[config.mk]
export PLATFORM = sky130hd
export DESIGN_NAME = store_buffer
export DESIGN_NICKNAME = d
export VERILOG_FILES = /design/src/rtl/store_buffer.sv
export SDC_FILE = /design/constraint.sdc
export NUM_CORES = 1
export LEC_CHECK = 0
export BUFFER_PORTS_ARGS = -buffer_cell sky130_fd_sc_hd__buf_4
export CORE_UTILIZATION = 33
export CTS_CLUSTER_DIAMETER = 60
export DETAILED_ROUTE_END_ITERATION = 10
export GPL_TIMING_DRIVEN = 0
export SYNTH_ARGS = -nofsm -noshare
export SYNTH_HDL_FRONTEND = slang
export SYNTH_SLANG_ARGS = --single-unit
[constraint.sdc]
create_clock -name clk -period 8.3 [get_ports clk]
set_input_delay 0.83 -clock clk [delete_from_list [all_inputs] [get_ports clk]]
set_output_delay 0.83 -clock clk [all_outputs]
set_load 0.05 [all_outputs]
[src/rtl/store_buffer.sv]
// Posted-write store buffer between the MEM stage and a single-ported data memory.
// Stores drain in FIFO order when no load owns the port; loads forward from the youngest matching entry.
module store_buffer #(
  parameter int DEPTH = 4
) (
  input  logic        clk,
  input  logic        i_reset,
  input  logic        i_st_valid,
  input  logic        i_ld_valid,
  input  logic [31:0] i_addr,
  input  logic [31:0] i_wdata,
  input  logic        i_fence,
  input  logic        i_dmem_hold,
  input  logic [31:0] i_dmem_rd,
  output logic [31:0] o_ld_data,
  output logic        o_stall,
  output logic        o_sb_empty,
  output logic        o_dmem_we,
  output logic [31:0] o_dmem_a,
  output logic [31:0] o_dmem_wd
);

  localparam int PW = $clog2(DEPTH);
  localparam int CW = $clog2(DEPTH + 1);

  typedef struct packed {
    logic [31:0] addr;
    logic [31:0] data;
  } entry_t;

  entry_t          r_mem [DEPTH];
  logic [PW-1:0]   r_head;
  logic [PW-1:0]   r_tail;
  logic [CW-1:0]   r_count;

  logic            w_full;
  logic            w_drain;
  logic            w_accept;
  entry_t          w_head_entry;

  assign w_head_entry = r_mem[r_head];
  assign w_full       = (r_count == CW'(DEPTH));
  // Loads always own the memory port; the external hold only freezes draining.
  assign w_drain      = (r_count != '0) & ~i_ld_valid & ~i_dmem_hold;
  assign w_accept     = i_st_valid & (~w_full | w_drain);

  assign o_stall    = (i_st_valid & w_full & ~w_drain) | (i_fence & (r_count != '0));
  assign o_sb_empty = (r_count == '0);

  always_comb begin
    // NOTE: every output of a combinational block gets a default first so no path leaves it unassigned (no latch).
    o_dmem_wd = w_head_entry.data;
    o_dmem_a  = i_addr;
    o_dmem_we = 1'b0;
    if (!i_ld_valid && w_drain) begin
      o_dmem_a  = w_head_entry.addr;
      o_dmem_we = 1'b1;
    end
  end

  // Walk oldest to youngest so the last match (youngest) wins.
  always_comb begin
    o_ld_data = i_dmem_rd;
    for (int i = 0; i < DEPTH; i++) begin
      if ((CW'(i) < r_count) && (r_mem[r_head + PW'(i)].addr[31:2] == i_addr[31:2]))
        o_ld_data = r_mem[r_head + PW'(i)].data;
    end
  end

  // NOTE: state uses non-blocking assignments so every register samples pre-edge values.
  always_ff @(posedge clk) begin
    if (i_reset) begin
      r_head  <= '0;
      r_tail  <= '0;
      r_count <= '0;
    end else begin
      if (w_accept) r_tail <= r_tail + 1'b1;
      if (w_drain)  r_head <= r_head + 1'b1;
      case ({w_accept, w_drain})
        2'b10:   r_count <= r_count + 1'b1;
        2'b01:   r_count <= r_count - 1'b1;
        default: r_count <= r_count;
      endcase
    end
  end

  // NOTE: entry storage is not reset; an entry is only visible while counted as valid.
  always_ff @(posedge clk) begin
    if (w_accept) r_mem[r_tail] <= '{addr: i_addr, data: i_wdata};
  end

endmodule

==> flow_summary.json <==
{
  "die-area_um2": 55500,
  "via_count": 14100,
  "relSlewSlack_pct": 24.4,
  "critPathBufInv": 6,
  "root_buffer": "clkbuf_16",
  "worst_slack_ns": 1.90,
  "cp_slowest_cell": "nor4_4",
  "postSynthAreaPerCell_um2": 13.0,
  "hold_buffers": 0,
  "syn_inst": 1388,
  "synth_top_area_share_pct": 42.7,
  "yosys-top-cells-count": "256 x edfxtp_1, 160 x mux2i_1, 126 x mux4_2",
  "ys_ff_latch": 265,
  "worstPathCellList": "buf_2 > buf_2 > buf_2 > clkbuf_1 > o211ai_1 > o21ai_0 > nand4_1 > nor4_4 > nor3_2 > clkbuf_1 > a2bb2oi_1 > buf_4",
  "end_kind": "output port",
  "cts_tree": "built",
  "cts_buffers": 34,
  "syn_nets": 1499,
  "num_rows": 85,
  "crit_type": "flop to output port",
  "grt_pass1_wl_um": 97900,
  "finalMaxSlewViolations": 0,
  "finalClockSkew_ns": 0.00842,
  "rrSetupSlack_ns": 5.07,
  "synth-edff-count": 256,
  "synthFlopType": "edfxtp_1",
  "clock_latency_ns": 0.56,
  "r2r.worst_path.cells": 10,
  "power_density_nw_per_um2": 204,
  "wl_per_cell_um": 29.1,
  "synth.most_common_cell": "edfxtp_1",
  "ir_drop_uv": 124,
  "seq_area_frac_synth_pct": 43.7,
  "critPathTopFamily": "buffers and inverters",
  "ys_warn_count": 0,
  "drv_cap": 0,
  "crit_path_max_fanout": 10,
  "min_period_ns": 6.40,
  "htree_levels": 2,
  "clock_path_buffers": 3,
  "place_congestion": 0.996,
  "coreArea_um2": 53800,
  "grt_max_degree": 42,
  "dp.final_hpwl_um": 49900,
  "hp-class": "input port to flop",
  "synth-async-reset-ratio_pct": 0,
  "drc": 0,
  "final_layout_size_suffix_gt1_share_pct": 33.2,
  "postRouteAntennaNets": 0,
  "wirelength_um": 68300,
  "dp_slack_ns": 2.62,
  "worstHoldPathCells": 1,
  "drtIter0Drc": 1436,
  "cp.arrival_ns": 5.57,
  "nNetsFinal": 1738,
  "required_ns": 7.47,
  "yosysTopAreaCell": "edfxtp_1",
  "min_to": "r_mem[2][29]",
  "rsz0062_at_grt": "false",
  "grt.total_usage_pct": 24.1,
  "cts.sinks": 265,
  "cts_setup_buffers": 0,
  "status": "complete, no violations",
  "startpoint_type": "flop",
  "fillCellCount": 5069,
  "antenna_found_initial": 5,
  "slowest_delay_ns": 0.76,
  "start_util_pct": 33.4,
  "setup_viol": 0,
  "grt_pass1_vias": 13900,
  "drt_first_pass_iters": 7,
  "syn_to_final_growth_pct": 20.0,
  "cts.repair.resized": 0,
  "synth_area_leaders": "edfxtp_1 43%, mux4_2 16%, mux2i_1 8.9%",
  "top_level_ports": 201,
  "critPathMostFrequentCell": "buf_2",
  "r2r-start": "r_count[1]",
  "finalSetupTns_ns": 0,
  "clkTransAtPathRegs_ns": 0.06,
  "die_h_um": 235,
  "yosysUniqueCellTypes": 69,
  "worst_pin_slew_ns": 1.13,
  "fp.dieW_um": 235,
  "min_from": "i_wdata[29]",
  "viasPerCell": 6.01,
  "grt_overflow": 0,
  "hold_violations": 0,
  "p_leak_nw": 7.35,
  "syn_area_um2": 18000,
  "fin_crit_sh_pct": 77.1,
  "numPortBuffers": 199,
  "fmax_mhz": 156,
  "r2r-end": "r_count[2]"
}
[per-layer routing]
metal / track usage [%] / part of all wire (%) / vias to the layer above
li1: - / - / 6013
met1: 32.2 / 42 / 7224
met2: 39.1 / 47 / 744
met3: 4.91 / 7.9 / 128
met4: 7.88 / 3.1 / 8
met5: 0 / 0.073 / -
[cells in the final DEF (no fill, tap or decap), types with 5 or more instances in the layout]
cell type / n
edfxtp_1: 256
buf_4: 206
mux2i_1: 160
mux4_2: 126
nand2_1: 122
nor2_1: 69
clkbuf_1: 63
o21ai_0: 58
mux2_2: 55
xnor2_1: 51
xor2_1: 38
nor3_1: 38
a211oi_1: 37
clkbuf_16: 35
buf_2: 33
a21oi_1: 24
a311oi_2: 20
a2bb2oi_2: 20
inv_1: 17
a2bb2oi_1: 17
buf_6: 15
buf_1: 15
a221oi_1: 13
a311oi_1: 13
nand4_1: 12
nor4_1: 11
ha_1: 9
dfxtp_1: 9
or3_1: 6
clkinv_1: 6
a2111oi_0: 6
o22ai_1: 5
[per-stage QoR]
step	hold slack (ns)	instance area [um^2]	total power (W)	std cells	util [%]
floorplan	0.513	18000	0.00248	1388	-
global placement	0.558	20400	0.00292	2283	37.8
detailed placement	0.568	20500	0.00293	2287	38.0
CTS	0.446	21600	0.00444	2348	40.1
global route	0.454	21600	0.00455	2349	40.1
finish	0.470	21600	0.00442	2350	40.1
[report_power, final]
part | internal [W] | leakage [nW] | switching (W)
combinational | 0.000484 | 4.39 | 0.000827
clock | 0.000907 | 0.541 | 0.000593
sequential | 0.00155 | 2.42 | 0.0000517
total | 0.00294 | 7.35 | 0.00147
[kinds of logic (layout without fill, tap and decap cells)]
kind of cell               count (synthesis)  after routing  synth area share [%]
muxes                                    342            342                  28.2
AOI/OAI and AO/OA                        244            244                  11.2
and+or+nand+nor                          286            286                  7.25
DFF                                      265            265                  43.7
xor gates and xnor gates                  89             89                  4.33
buffers and inverters                    153            417                  4.69
other                                      0              2                     0
adders and majority gates                  9              9                 0.626
[state kept, by name (all words and copies together) (netlist names), named ones only]
signal   flops
r_count      3
r_head       2
r_mem      256
r_tail       2
[cell type report]
type | count | area (um^2) | share of cell area [%]
sequential | 265 | 7870 | 36.4
inverter | 19 | 71.3 | 0.330
timing repair buffer | 203 | 1600 | 7.43
clock buffer | 45 | 913 | 4.23
clock inverter | 16 | 204 | 0.944
tap | 696 | 871 | 4.03
antenna | 2 | 5.00 | 0.0232
multi-input combinational | 970 | 9290 | 43.0
buffer | 134 | 772 | 3.57
[worst max path at each step]
stage                from            end  slack [ns]  depth (start not counted)
6_report        r_head[1]  o_ld_data[27]        1.90                         12
5_1_grt         r_head[1]  o_ld_data[28]        1.83                         12
4_1_cts         r_head[1]  o_ld_data[28]        2.03                         12
2_1_floorplan  i_addr[20]  o_ld_data[21]        3.78                         11
3_3_place_gp    r_head[1]  o_ld_data[27]        2.49                         12
3_5_place_dp    r_head[1]  o_ld_data[28]        2.62                         12
Power figures use the tool's default switching activity.
